File: src/rtl/hand_filter_pkg.sv
`default_nettype none
// ============================================================================
// Module      : hand_filter_pkg
// Description : Shared types and helpers for the hand position filter.
// Revision    : 1.0 - initial release
// ============================================================================
package hand_filter_pkg;

    typedef logic [11:0] coord_t;

    typedef enum logic [0:0] {
        UNLOCKED = 1'b0,
        LOCKED   = 1'b1
    } filt_state_t;

    typedef enum logic [1:0] {
        GATE_SEED   = 2'd0,
        GATE_ACCEPT = 2'd1,
        GATE_REJECT = 2'd2
    } gate_t;

    // Unsigned distance between two coordinates, one bit wider than a coordinate
    function automatic logic [12:0] abs_diff(input coord_t a, input coord_t b);
        return (a >= b) ? {1'b0, a - b} : {1'b0, b - a};
    endfunction

endpackage
`default_nettype wire

File: src/rtl/axis_average.sv
`default_nettype none
// ============================================================================
// Module      : axis_average
// Description : One-axis moving average: sample history plus running sum.
// Revision    : 1.0 - initial release
// ============================================================================
module axis_average
    import hand_filter_pkg::*;
#(
    parameter int LOG2_DEPTH = 2
) (
    input  logic   clk_in,
    input  logic   rst_in_n,
    input  logic   seed,
    input  logic   accept,
    input  coord_t sample,
    output coord_t average
);

    localparam int c_DEPTH = 1 << LOG2_DEPTH;
    localparam int c_SUM_W = 12 + LOG2_DEPTH;

    coord_t               r_hist [c_DEPTH];
    logic [c_SUM_W-1:0]   r_sum;

    always_ff @(posedge clk_in or negedge rst_in_n) begin
        if (!rst_in_n) begin
            for (int i = 0; i < c_DEPTH; i++) begin
                r_hist[i] <= '0;
            end
            r_sum <= '0;
        end else if (seed) begin
            for (int i = 0; i < c_DEPTH; i++) begin
                r_hist[i] <= sample;
            end
            r_sum <= {sample, {LOG2_DEPTH{1'b0}}};
        end else if (accept) begin
            // Sum always contains the oldest slot, so the subtraction cannot underflow
            r_sum <= r_sum - c_SUM_W'(r_hist[c_DEPTH-1]) + c_SUM_W'(sample);
            for (int i = c_DEPTH - 1; i > 0; i--) begin
                r_hist[i] <= r_hist[i-1];
            end
            r_hist[0] <= sample;
        end
    end

    assign average = r_sum[c_SUM_W-1:LOG2_DEPTH];

endmodule
`default_nettype wire

File: src/rtl/hand_position_filter.sv
`default_nettype none
// ============================================================================
// Module      : hand_position_filter
// Description : Outlier gate, moving average and lock tracking for the hand centroid.
// Revision    : 1.0 - initial release
// ============================================================================
module hand_position_filter
    import hand_filter_pkg::*;
#(
    parameter int LOG2_DEPTH     = 2,
    parameter int JUMP_THRESH    = 200,
    parameter int MAX_REJECT     = 3,
    parameter int TIMEOUT_FRAMES = 8
) (
    input  logic        clk_in,
    input  logic        rst_in_n,
    input  logic        frame_tick_in,
    input  logic        valid_in,
    output logic        ready_out,
    input  logic [11:0] x_in,
    input  logic [11:0] y_in,
    output logic        valid_out,
    output logic [11:0] x_out,
    output logic [11:0] y_out,
    output logic        locked_out,
    output logic [2:0]  reject_count_out
);

    localparam int          c_MISS_W    = $clog2(TIMEOUT_FRAMES + 1);
    localparam logic [12:0] c_THRESH    = 13'(JUMP_THRESH);
    localparam logic [2:0]  c_MAX_REJ   = 3'(MAX_REJECT);
    localparam logic [c_MISS_W-1:0] c_MISS_LAST = c_MISS_W'(TIMEOUT_FRAMES - 1);

    logic          r_s1, r_s2, r_s3;
    coord_t        r_x_q, r_y_q;
    logic [12:0]   r_dx, r_dy;
    gate_t         r_gate, w_gate;
    filt_state_t   r_state, w_state_next;
    logic [2:0]    r_reject, w_reject_next;
    logic [c_MISS_W-1:0] r_miss, w_miss_next;
    coord_t        r_x_out, r_y_out;
    logic          r_valid;
    logic          w_take, w_seed, w_accept, w_reject;
    coord_t        w_x_avg, w_y_avg;

    assign ready_out = ~(r_s1 | r_s2 | r_s3);
    assign w_take    = valid_in & ready_out;

    always_comb begin
        w_gate = GATE_SEED;
        if (r_state == LOCKED) begin
            if (r_dx <= c_THRESH && r_dy <= c_THRESH) begin
                w_gate = GATE_ACCEPT;
            end else if (r_reject < c_MAX_REJ) begin
                w_gate = GATE_REJECT;
            end
        end
    end

    assign w_seed   = r_s2 && (w_gate == GATE_SEED);
    assign w_accept = r_s2 && (w_gate == GATE_ACCEPT);
    assign w_reject = r_s2 && (w_gate == GATE_REJECT);

    always_ff @(posedge clk_in or negedge rst_in_n) begin
        if (!rst_in_n) begin
            r_state  <= UNLOCKED;
            r_reject <= '0;
            r_miss   <= '0;
        end else begin
            r_state  <= w_state_next;
            r_reject <= w_reject_next;
            r_miss   <= w_miss_next;
        end
    end

    // A seed/accept clears the miss counter and swallows a coincident frame tick
    always_comb begin
        w_state_next  = r_state;
        w_reject_next = r_reject;
        w_miss_next   = r_miss;
        if (w_seed || w_accept) begin
            w_reject_next = '0;
            w_miss_next   = '0;
            if (w_seed) begin
                w_state_next = LOCKED;
            end
        end else begin
            if (w_reject) begin
                w_reject_next = r_reject + 3'd1;
            end
            if (frame_tick_in && (r_state == LOCKED)) begin
                if (r_miss == c_MISS_LAST) begin
                    w_state_next  = UNLOCKED;
                    w_miss_next   = '0;
                    w_reject_next = '0;
                end else begin
                    w_miss_next = r_miss + 1'b1;
                end
            end
        end
    end

    always_ff @(posedge clk_in or negedge rst_in_n) begin
        if (!rst_in_n) begin
            r_s1    <= 1'b0;
            r_s2    <= 1'b0;
            r_s3    <= 1'b0;
            r_x_q   <= '0;
            r_y_q   <= '0;
            r_dx    <= '0;
            r_dy    <= '0;
            r_gate  <= GATE_SEED;
            r_x_out <= '0;
            r_y_out <= '0;
            r_valid <= 1'b0;
        end else begin
            r_s1    <= w_take;
            r_s2    <= r_s1;
            r_s3    <= r_s2;
            r_valid <= r_s3;
            if (w_take) begin
                r_x_q <= x_in;
                r_y_q <= y_in;
            end
            if (r_s1) begin
                r_dx <= abs_diff(r_x_q, r_x_out);
                r_dy <= abs_diff(r_y_q, r_y_out);
            end
            if (r_s2) begin
                r_gate <= w_gate;
            end
            if (r_s3 && (r_gate != GATE_REJECT)) begin
                r_x_out <= w_x_avg;
                r_y_out <= w_y_avg;
            end
        end
    end

    axis_average #(.LOG2_DEPTH(LOG2_DEPTH)) u_avg_x (
        .clk_in   (clk_in),
        .rst_in_n (rst_in_n),
        .seed     (w_seed),
        .accept   (w_accept),
        .sample   (r_x_q),
        .average  (w_x_avg)
    );

    axis_average #(.LOG2_DEPTH(LOG2_DEPTH)) u_avg_y (
        .clk_in   (clk_in),
        .rst_in_n (rst_in_n),
        .seed     (w_seed),
        .accept   (w_accept),
        .sample   (r_y_q),
        .average  (w_y_avg)
    );

    assign valid_out        = r_valid;
    assign x_out            = r_x_out;
    assign y_out            = r_y_out;
    assign locked_out       = (r_state == LOCKED);
    assign reject_count_out = r_reject;

endmodule
`default_nettype wire

File: config.mk
export PLATFORM = sky130hd
export DESIGN_NAME = hand_position_filter
export DESIGN_NICKNAME = d
export VERILOG_FILES = /design/src/rtl/hand_filter_pkg.sv /design/src/rtl/axis_average.sv /design/src/rtl/hand_position_filter.sv
export SDC_FILE = /design/constraint.sdc
export NUM_CORES = 1
export LEC_CHECK = 0
export CORE_ASPECT_RATIO = 0.8
export CORE_MARGIN = 5
export CORE_UTILIZATION = 61
export CTS_CLUSTER_DIAMETER = 40
export DETAILED_ROUTE_END_ITERATION = 7
export PLACE_DENSITY = 0.91
export SLEW_MARGIN = 20
export SYNTH_ARGS = -nofsm -noshare
export SYNTH_HDL_FRONTEND = slang
export SYNTH_SLANG_ARGS = --single-unit
File: constraint.sdc
create_clock -name clk_in -period 3.6 [get_ports clk_in]
set_input_delay 0.36 -clock clk_in [delete_from_list [all_inputs] [get_ports clk_in]]
set_output_delay 0.36 -clock clk_in [all_outputs]
set_load 0.005 [all_outputs]
After elaboration in Yosys (flattened, before gate mapping)
Cells that the tools add are included.
Operators by class
  magnitude comparators: 5
  bitwise operators: 4
  reductions and logical operators: 12
  add/sub/neg operators: 10
  equality and inequality tests: 5
  multiplexer cells: 24
Operators by type and width (number)
  48-bit two-way mux: 4
  14-bit two-way mux: 4
  12-bit subtractor: 4
  14-bit by 12-bit adder with 14-bit output: 2
  14-bit by 12-bit subtractor with 14-bit output: 2
  13-bit by 8-bit <= comparator with 1-bit output, second input constant: 2
  12-bit >= comparator: 2
  12-bit two-way mux: 2
  3-bit two-way mux: 4
  4-bit two-way mux: 3
  1-bit logical AND: 6
  2-bit two-way mux: 3
  2-bit nonzero test: 3
  4-bit by 1-bit adder with 4-bit output, second input constant: 1
  4-bit by 3-bit equality test with 1-bit output, second input constant: 1
  1-bit two-way mux: 4
  2-bit inequality test, second input constant: 2
  3-bit by 1-bit adder with 3-bit output, second input constant: 1
  3-bit by 2-bit less-than comparator with 1-bit output, second input constant: 1
  3-bit AND reduction: 1
  2-bit by 1-bit equality test with 1-bit output, second input constant: 1
  2-bit equality test, second input constant: 1
  2-bit zero test: 1
  1-bit bitwise OR: 2
  other kinds (3): 3
Word-level totals
  logic and storage cells: 84
  bits in registers: 212
  output and inout port bits: 30

Logic depth before layout (Yosys ltp)
Gate-level depths: netlist of the first run.
  word-level depth: 10
  gate-level depth with buffers: 12
  gate-level depth less buffers: 12

Modules after synthesis
From an unflattened synthesis of the first run, not the netlist that was laid out.
Unflattened totals
  cell total of the unflattened synthesis: 1432
  area, all modules: 13305.3 µm²
Modules (own cells, without submodules)
  hand_position_filter: area each 5629.1 µm², cells an instance 591, times used 1, sequential area each 2152.1 µm²
  axis_average (u_avg_x): area each 3848.7 µm², cells an instance 422, times used 1, sequential area each 1551.5 µm²
  axis_average (u_avg_y): area each 3827.4 µm², cells an instance 419, times used 1, sequential area each 1551.5 µm²

Worst setup path before layout of the first run
OpenSTA, ideal clock, no wires.
  path kind: register to register
  from: reg r_x_q[1]
  to: reg u_avg_x.r_sum[12]
  cell stages (with the launch flop): 12
  library setup time: 0.146 ns
  data required time: 3.454 ns
  arrival: 2.973 ns
  path buffers: 0
  clock period less this slack: 3.118 ns
  setup slack: 0.482 ns
  path through: dfrtp_1 > inv_1 > fa_1 > inv_1 > fa_1 > a211oi_1 > nor2_1 > o41a_1 > a41o_1 > o41ai_1 > xor2_1 > o221ai_1
Between the ends
  cells in the longest elaborated chain, start to end: 3
RTL lines
  start: declaration: line hand_position_filter.sv:35  | coord_t r_x_q, r_y_q;
  start signal: assignment: line hand_position_filter.sv:122  | r_x_q <= x_in;
  14-bit by 12-bit adder with 14-bit output: line axis_average.sv:39  | r_sum <= r_sum - c_SUM_W'(r_hist[c_DEPTH-1]) + c_SUM_W'(sample);
  14-bit two-way mux: line axis_average.sv:37  | end else if (accept) begin
  14-bit two-way mux: line axis_average.sv:32  | end else if (seed) begin
  end signal: assignment: line axis_average.sv:36  | r_sum <= {sample, {LOG2_DEPTH{1'b0}}};
  end signal: assignment: line axis_average.sv:39
  end: declaration: line axis_average.sv:24  | logic [c_SUM_W-1:0] r_sum;
No other way between the ends. The select of a mux whose other input is x is not followed.
A chain may end at the register's enable or synchronous reset.

Worst setup path in the final report of the first run
  from: reg r_y_q[1]
  to: reg u_avg_y.r_sum[12]
Between the ends
  cells in the longest elaborated chain, start to end: 3
RTL lines
  start: declaration: line hand_position_filter.sv:35
  start signal: assignment: line hand_position_filter.sv:123  | r_y_q <= y_in;
  14-bit by 12-bit adder with 14-bit output: line axis_average.sv:39
  14-bit two-way mux: line axis_average.sv:37
  14-bit two-way mux: line axis_average.sv:32
  end signal: assignment: line axis_average.sv:36
  end signal: assignment: line axis_average.sv:39
  end: declaration: line axis_average.sv:24
No other way between the ends. The select of a mux whose other input is x is not followed.

==> results of run 1 <==
[sequential cells by signal (all words and copies together), names as in the netlist]
register,cells
u_avg_x.r_hist,48
u_avg_y.r_hist,48
u_avg_x.r_sum,14
u_avg_y.r_sum,14
r_dx,12
r_dy,12
r_x_q,12
r_y_q,12
x_out,12
y_out,12
r_miss,4
reject_count_out,3
r_gate,2
locked_out,1
r_s1,1
r_s2,1
r_s3,1
valid_out,1
[cell type report]
class	instances	area, um2
clock buffer	36	792
clock inverter	17	249
fill	1302	5690
inverter	136	510
multi-input combinational	874	6060
sequential	210	5260
tap	264	330
timing repair buffer	76	744
[routing by layer]
metal / vias up / part of all wire, %
met1: 4895 / 43
met3: 98 / 7.9
li1: 4537 / -
met5: - / 0
met2: 468 / 46
met4: 0 / 3.7
[synth_stat cells, types with 3 or more instances]
cell / count / area [um2]
nor2b_1: 10 / 62.6
a21o_1: 15 / 113
mux2i_1: 20 / 200
nand4_1: 4 / 25.0
o22ai_1: 8 / 50.1
fa_1: 28 / 561
mux2_2: 8 / 90.1
o31ai_1: 5 / 37.5
o21ai_0: 102 / 510
nand3_1: 16 / 80.1
dfrtp_1: 210 / 5260
nor3_1: 22 / 110
and3_1: 3 / 18.8
a22o_1: 3 / 26.3
a211o_1: 4 / 35.0
a221oi_1: 3 / 26.3
or3_1: 9 / 56.3
ha_1: 76 / 951
o21ai_1: 4 / 20.0
o211ai_1: 8 / 60.1
inv_1: 136 / 510
a211oi_1: 6 / 45.0
nor2_1: 64 / 240
o21a_1: 15 / 113
a22oi_1: 69 / 518
a21oi_1: 65 / 325
xnor2_1: 17 / 149
nand2_1: 185 / 694
buf_2: 16 / 80.1
clkbuf_1: 34 / 128
xor2_1: 22 / 193
buf_6: 5 / 56.3
and2_1: 8 / 50.1
nand2b_1: 6 / 37.5
o41ai_1: 4 / 35.0
a31o_2: 4 / 35.0
o221ai_1: 21 / 184
a31oi_1: 4 / 25.0
o31a_1: 3 / 26.3
[worst paths after layout]
| path | start | end | cells after the start |
|---|---|---|---|
| max | r_y_q[1]$_DFFE_PN0P_ | u_avg_y.r_sum[12]$_DFFE_PN0N_ | 11 |
| min | y_in[7] | r_y_q[7]$_DFFE_PN0P_ | 3 |
| max reg2reg | r_y_q[1]$_DFFE_PN0P_ | u_avg_y.r_sum[12]$_DFFE_PN0N_ | 11 |
| min reg2reg | r_s3$_DFF_PN0_ | valid_out$_DFF_PN0_ | 0 |
| max in group asynchronous | rst_in_n | r_x_q[0]$_DFFE_PN0P_ | 3 |
| min in group asynchronous | rst_in_n | u_avg_x.r_hist[34]$_DFFE_PN0N_ | 2 |
[cells by family (layout without fill, tap and decap cells)]
group | count (synthesis) | in the layout
AO/OA/AOI/OAI | 362 | 362
AND/OR/NAND/NOR | 340 | 340
flip-flops | 210 | 210
buffers and inverters | 194 | 265
adder cells (fa/ha/maj) | 104 | 104
XOR/XNOR | 39 | 39
multiplexers | 29 | 29
[through the flow]
step,setup WS [ns],area [um2],hold slack (ns)
final,0.208,13900,0.378
after global routing,0.00329,13900,0.379
after CTS,0.183,13900,0.369
after floorplan,0.482,12100,0.0644
after detailed placement,0.183,12900,0.449
after global placement,0.308,12900,0.446
[worst max-delay path: stages, from the launching register on]
cell	delay (ns)
dfrtp_1	0.41
inv_1	0.15
fa_1	0.55
inv_1	0.07
fa_1	0.48
a211oi_1	0.23
nor2_1	0.14
o41ai_4	0.31
o211ai_1	0.20
o41ai_1	0.39
xor2_1	0.21
o221ai_1	0.13
[timing repair]
item | CTS | global route
endpoints found under the hold margin | 83 | 0
pin swaps | 0 | 0
setup endpoints to repair | 1 | 1
hold buffers | 1 | 0
gates resized for setup | 1 | 1
gates cloned | 0 | 0
==> out/results.tsv, run 1 <==
metric	value	unit
status	complete, no violations	
cts_root_buffer	clkbuf_16	
tns	0	ns
syn-instance-count	1278	
drv_cap	0	
clk_pin_slew	0.06	ns
synth_compound_area_share	19.7	%
async_flop_share	100	%
drt_wl_total	30800	um
ys_seq_area_share	43.6	%
ant_nets	0	
synth_enable_flop_cells	0	
grt_pass1_vias	10000	
synth_mux_area_share	2.53	%
yosysWarnings	0	
num_antenna_cells	0	
yosys.area_share.simple	12.3	%
hpwl	20800	um
wl_per_cell	19.1	um
rsz0062_at_grt	false	
core_region_area	19600	um2
clock-sinks	210	
drt-initial-drc-count	1047	
vias_per_cell	6.20	
drive_above_1_share	7.12	%
cts_tree	built	
area_growth	15.6	%
cts_made_buffers	29	
grt_pass1_wl	50500	um
hold_violations	0	
vias	9998	
r2r_slack	0.21	ns
fin_util	71.0	%
pin_count	58	
ys_types	66	
synth-seq-cells	210	
worstPathArrival	3.80	ns
die_w	167	um
synth_nets	1410	
nNetsFinal	1459	
grt.overflow.total	0	
grt.total_usage	27.1	%
post_cts_buffers	0	
synth_fa_ha_area_share	12.5	%
placedCellCount	1559	
slew_headroom	27.2	%
avgSynthCellArea	9.43	um2
grtUsageMet1	38.2	%
die_area	22700	um2
use_met2	42.6	%
grt_max_degree	87	
synth_top_family_by_area	compound AO/OA/AOI/OAI gates	
worst_hold_path_type	in2reg	
netlist_area	12100	um2
fp-row-count	46	
critPathKind	reg2reg	
drcViolationCount	0	
h-tree-depth	1	
fmax	295	MHz
grtUsageMet3	4.64	%
path_max_fanout	5	
insertion_delay	0.54	ns
fp.dieH	136	um
antenna_found_initial	0	
final_cell_count_no_fill	1613	
crit_path_start_kind	flop	
fin_worst_skew	0.0145	ns
setup_viol	0	
cp-end-kind	flop	
floorplan.initialDensity	61.4	%
synth_xor_area_share	2.83	%
cts_buffer_depth	3	
grt_busiest_layer	met2	
gp_congestion	0.899	
synth-main-ff-cell	dfrtp_1	
fin_crit_sh	94.2	%
port_buffers	57	
worst_slew_pin_slew	1.09	ns
drt_first_pass_iters	7	
fin_crit	3.39	ns
critPathRequiredTime	4.01	ns
final_common_cell	dfrtp_1	
maxSlewViolCount	0	
mostFrequentLayoutCells	dfrtp_1 (210), nand2_1 (185), inv_1 (136)	
Power of run 1 is not shown: default switching activity piles up to over one toggle a cycle in this logic, so the estimate is an artifact.
==> run 2, diff against run 1 <==
--- a/config.mk
+++ b/config.mk
@@ -5,9 +5,11 @@
 export SDC_FILE = /design/constraint.sdc
 export NUM_CORES = 1
 export LEC_CHECK = 0
+export ABC_AREA = 1
+export CAP_MARGIN = 25
 export CORE_ASPECT_RATIO = 0.8
 export CORE_MARGIN = 5
-export CORE_UTILIZATION = 61
+export CORE_UTILIZATION = 62
 export CTS_CLUSTER_DIAMETER = 40
 export DETAILED_ROUTE_END_ITERATION = 7
 export PLACE_DENSITY = 0.91
==> run 2 against run 1 <==
Area after synthesis up 12%; non-clock buffer count decreased by 7; global-route usage rose by 2.1 points; sequential cell count did not move; fmax grew 31%; critical path depth fell by 3; final cell count is 34% higher; synthesized cell count increased by 43%; setup slack better by 0.81 ns; clock-buffer cell count shrank 6; clock skew is 0.0025 ns higher.
==> out/results.tsv, run 2 <==
metric	value	unit
status	complete, no violations	
fp-row-count	48	
r2r_slack	1.02	ns
maxSlewViolCount	0	
crit_family	simple AND/OR/NAND/NOR gates	
final_common_cell	nand2_1	
drv_cap	0	
ys_seq_area_share	38.8	%
synth-seq-cells	210	
yosys-top-cells-area	dfrtp_1 (39%), nand2_1 (19%), inv_1 (7.4%), ha_1 (7.0%), nand3_1 (5.8%)	
grt_pass1_vias	11800	
worstPathCellList	nor2_1, nand2_1, nor2_4, nand4_4, nor2_4, buf_4, nand2_1, nand3_1	
synth_enable_flop_cells	0	
pin_count	58	
drt-initial-drc-count	1390	
cts_root_buffer	clkbuf_16	
vias_per_cell	5.68	
worstPathArrival	3.03	ns
synth-main-ff-cell	dfrtp_1	
hpwl	25600	um
floorplan.initialDensity	62.8	%
clock-sinks	210	
tns	0	ns
insertion_delay	0.52	ns
port_buffers	57	
worst_slew_pin_slew	0.795	ns
nNetsFinal	1999	
cts_made_buffers	25	
drcViolationCount	0	
critPathKind	reg2reg	
worst-path-buf-inv	1	
drive_above_1_share	4.30	%
worst_hold_path_type	in2reg	
vias	12300	
rsz0062_at_grt	false	
slew_headroom	47.0	%
critPathRequiredTime	4.05	ns
fp.dieH	142	um
mostFrequentLayoutCells	nand2_1 (688), inv_1 (266), dfrtp_1 (210)	
avgSynthCellArea	7.39	um2
crit_path_start_kind	flop	
largestRegisters	u_avg_x.r_hist: 48 flops, u_avg_y.r_hist: 48 flops	
num_antenna_cells	0	
slowest_stage	buf_4	
grt_max_degree	98	
core_region_area	21600	um2
wl_per_cell	16.7	um
async_flop_share	100	%
yosys.area.top_type_share	38.8	%
die_area	24900	um2
synth_nets	1965	
yosysWarnings	0	
drt_first_pass_iters	7	
grt_pass1_wl	59400	um
gp_congestion	1.04	
post_cts_buffers	0	
fin_crit	2.58	ns
fillers	1628	
cp-end-kind	flop	
setup_viol	0	
yosysMostFrequentCell	nand2_1	
slowest_delay	0.65	ns
clk_pin_slew	0.06	ns
path_max_fanout	74	
yosys-top-cells-count	nand2_1 (688), inv_1 (266), dfrtp_1 (210), nand3_1 (156), nor2_1 (83)	
fmax	387	MHz
antenna_found_initial	0	
die_w	175	um
fin_crit_sh	71.7	%
cts_tree	built	
ant_nets	0	
cts_buffer_depth	3	
netlist_area	13500	um2
drt_wl_total	36200	um
grt.overflow.total	0	
syn-instance-count	1833	
grt.total_usage	29.2	%
hold_violations	0	
ys_types	36	
fin_worst_skew	0.0170	ns
area_growth	11.0	%
yosysTopAreaCell	dfrtp_1	
h-tree-depth	1	
run 2: final timing paths:
| check | startpoint | end | cells past startpoint |
|---|---|---|---|
| worst min-delay path | x_in[11] | r_x_q[11]$_DFFE_PN0P_ | 3 |
| worst max register to register | r_dx[8]$_DFFE_PN0P_ | u_avg_y.r_hist[32]$_DFFE_PN0N_ | 8 |
| worst max-delay path | r_dx[8]$_DFFE_PN0P_ | u_avg_y.r_hist[32]$_DFFE_PN0N_ | 8 |
| max in group asynchronous | rst_in_n | u_avg_x.r_hist[43]$_DFFE_PN0N_ | 3 |
| worst min register to register | r_s3$_DFF_PN0_ | valid_out$_DFF_PN0_ | 0 |
| min in group asynchronous | rst_in_n | r_dy[2]$_DFFE_PN0P_ | 2 |
run 2: worst min-delay path, cell delays in order:
cell             delay (ns)
clkdlybuf4s50_1        0.39
nand2_1                0.06
o21ai_0                0.07
run 2: timing repair:
item                       4_1_cts  5_1_grt
resized for setup                0        0
setup endpoints to repair        0        0
hold buffers                     1        0
hold endpoints to repair        77        0
run 2: metal layers:
layer | part of all wire, % | vias up | track usage, %
li1 | - | 5773 | -
met1 | 42 | 5766 | 41.2
met2 | 44 | 638 | 45.3
met3 | 11 | 97 | 7.78
met4 | 2.7 | 0 | 7.98
met5 | 0 | - | 0
run 2: cell type report:
class	instances	area, um2	area share (%)
multi-input cells	1291	6860	45.6
flip-flops and latches	210	5260	34.9
inverters	270	1010	6.74
repair buffers	69	692	4.60
clock buffers	30	644	4.29
well taps	275	344	2.29
clock inverters	15	230	1.53
run 2: metrics by stage:
| step | cell area (um2) | hold WS (ns) | util [%] | setup WS (ns) | std cells |
|---|---|---|---|---|---|
| after global placement | 14200 | 0.428 | 65.6 | 1.12 | 2114 |
| after detailed placement | 14200 | 0.436 | 65.6 | 1.08 | 2114 |
| final | 15000 | 0.403 | 69.7 | 1.02 | 2160 |
| after CTS | 15000 | 0.390 | 69.7 | 1.06 | 2160 |
| after global routing | 15000 | 0.424 | 69.7 | 0.829 | 2160 |
| after floorplan | 13500 | 0.0644 | - | 1.33 | 1833 |
run 2: kinds of logic (layout without fill, tap and decap cells):
family | after synthesis | in the layout | share of synthesized area [%]
AO/OA/AOI/OAI | 146 | 146 | 5.92
multiplexers | 1 | 1 | 0.0739
XOR/XNOR | 35 | 35 | 2.26
flip-flops | 210 | 210 | 38.8
AND/OR/NAND/NOR | 1005 | 1005 | 31.1
buffers and inverters | 332 | 384 | 10.7
adder cells (fa/ha/maj) | 104 | 104 | 11.2
Power of run 2 is left out for the same reason.
==> run 3, diff against run 2 <==
--- a/config.mk
+++ b/config.mk
@@ -9,10 +9,10 @@
 export CAP_MARGIN = 25
 export CORE_ASPECT_RATIO = 0.8
 export CORE_MARGIN = 5
-export CORE_UTILIZATION = 62
+export CORE_UTILIZATION = 56
 export CTS_CLUSTER_DIAMETER = 40
 export DETAILED_ROUTE_END_ITERATION = 7
-export PLACE_DENSITY = 0.91
+export PLACE_DENSITY = 0.87
 export SLEW_MARGIN = 20
 export SYNTH_ARGS = -nofsm -noshare
 export SYNTH_HDL_FRONTEND = slang
==> constraint.sdc (replaced) <==
create_clock -name clk_in -period 2.3 [get_ports clk_in]
set_input_delay 0.23 -clock clk_in [delete_from_list [all_inputs] [get_ports clk_in]]
set_output_delay 0.23 -clock clk_in [all_outputs]
set_load 0.005 [all_outputs]
==> run 3 against run 2 <==
The flow now finishes with violations (negative setup slack); setup slack worse by 1.1 ns; utilization down 0.25 points; global-route usage fell by 1.0 points.
==> out/results.tsv, run 3 (synthesized netlist as in run 2, its figures left out) <==
metric	value	unit
clk_pin_slew	0.06	ns
worst_hold_path_type	in2async	
maxSlewViolCount	0	
slowest_stage	fa_1	
grtUsageMet3	6.73	%
worst_slew_pin_slew	0.661	ns
grt_pass1_wl	62800	um
slowest_delay	0.53	ns
drt_first_pass_iters	6	
fin_crit	2.35	ns
status	complete, but fails checks	
dpl_cell_area	14900	um2
worstSetupStartpoint	r_y_q[4]$_DFFE_PN0P_	
fp-row-count	50	
die_area	27400	um2
r2r_slack	-0.05	ns
critPathRequiredTime	2.73	ns
fin_crit_sh	102	%
mostFrequentLayoutCells	nand2_1 (664), inv_1 (254), dfrtp_1 (209)	
nNetsFinal	2096	
floorplan.initialDensity	57.4	%
largestRegisters	u_avg_x.r_hist: 48 flops, u_avg_y.r_hist: 48 flops	
critPathKind	reg2reg	
insertion_delay	0.56	ns
pin_count	58	
finalWorstSetupSlack	-0.0487	ns
drcViolationCount	0	
worstPathCellList	inv_1, fa_1, inv_1, ha_4, nand2_1, nand2_1, inv_1, nor2_1, o21ai_1, nand3_1, nand2_1, nand2_1, nand2_1, nand3_1	
grt_pass1_vias	12400	
r2r_end	u_avg_y.r_sum[11]$_DFFE_PN0N_	
setup_viol	6	
slew_headroom	55.6	%
gp_congestion	0.956	
core_region_area	23600	um2
vias	13100	
cts_buffer_depth	3	
fin_area	16400	um2
rsz0062_at_grt	true	
cts_root_buffer	clkbuf_16	
final_common_cell	nand2_1	
grtUsageMet1	39.8	%
wl_per_cell	17.9	um
worstPathArrival	2.77	ns
grt_busiest_layer	met2	
clock-sinks	210	
fillers	1664	
drt_wl_total	41200	um
r2r_cells	14	
num_antenna_cells	0	
crit_path_start_kind	flop	
cts_tree	built	
violations	negative setup slack	
hpwl	27900	um
ant_nets	0	
endpoint	u_avg_y.r_sum[11]$_DFFE_PN0N_	
h-tree-depth	1	
drive_above_1_share	14.4	%
grt.overflow.total	0	
fmax	426	MHz
fin_worst_skew	0.0226	ns
fp.dieH	149	um
preCtsSetupSlack	-0.0764	ns
reg2reg_from	r_y_q[4]$_DFFE_PN0P_	
drv_cap	0	
use_met2	43.4	%
drt-initial-drc-count	1630	
hold_violations	0	
die_w	184	um
grt.total_usage	28.2	%
grt_max_degree	61	
vias_per_cell	5.72	
cts_made_buffers	27	
cp-end-kind	flop	
path_max_fanout	4	
area_growth	21.0	%
crit_top_cell	nand2_1	
antenna_found_initial	1	
port_buffers	57	
## run 3: worst min path at each step
stage                             end  slack [ns]
2_1_floorplan  locked_out$_DFFE_PN0P_       -0.07
5_1_grt         r_x_q[11]$_DFFE_PN0P_        0.27
4_1_cts          r_dx[10]$_DFFE_PN0P_        0.24
3_3_place_gp    x_out[11]$_DFFE_PN0P_        0.25
3_5_place_dp     r_dx[10]$_DFFE_PN0P_        0.25
6_report         r_dx[10]$_DFFE_PN0P_        0.23
## run 3: area by class of cell
cell class / count / area [um2] / share of cell area (%)
flip-flops and latches: 210 / 5260 / 32.1
repair buffers: 162 / 1470 / 8.96
inverters: 270 / 1010 / 6.18
clock buffers: 32 / 724 / 4.42
clock inverters: 17 / 171 / 1.05
multi-input cells: 1293 / 7360 / 44.9
well taps: 312 / 390 / 2.38
## run 3: metal layers
layer,routed length (um),part of all wire (%)
met2,18300,44
met4,1510,3.7
met1,16800,41
met5,13,0.032
met3,4530,11
## run 3: critical path: cells and delay by family (launching register included)
family	cells	cell delay, ns
buffers and inverters	3	0.28
AO/OA/AOI/OAI	1	0.20
AND/OR/NAND/NOR	8	0.55
flip-flops	1	0.38
adder cells (fa/ha/maj)	2	0.80
## run 3: metrics by stage
step / setup TNS [ns] / cells / util [%] / hold slack [ns]
2_1_floorplan: 0 / 1833 / - / -0.0656
3_3_place_gp: -0.0252 / 2236 / 63.2 / 0.250
3_5_place_dp: -0.144 / 2236 / 63.2 / 0.248
4_1_cts: 0 / 2289 / 67.3 / 0.242
5_1_grt: -0.820 / 2296 / 69.5 / 0.272
6_report: -0.118 / 2296 / 69.5 / 0.231
## run 3: what timing repair did
item | CTS | global route
hold buffers | 1 | 0
cloned | 0 | 2
resized for setup | 12 | 109
endpoints found under the setup margin | 11 | 37
hold endpoints to repair | 55 | 0
pin swaps | 2 | 26
buffers inserted | 3 | 5
Power of run 3 is left out for the same reason.
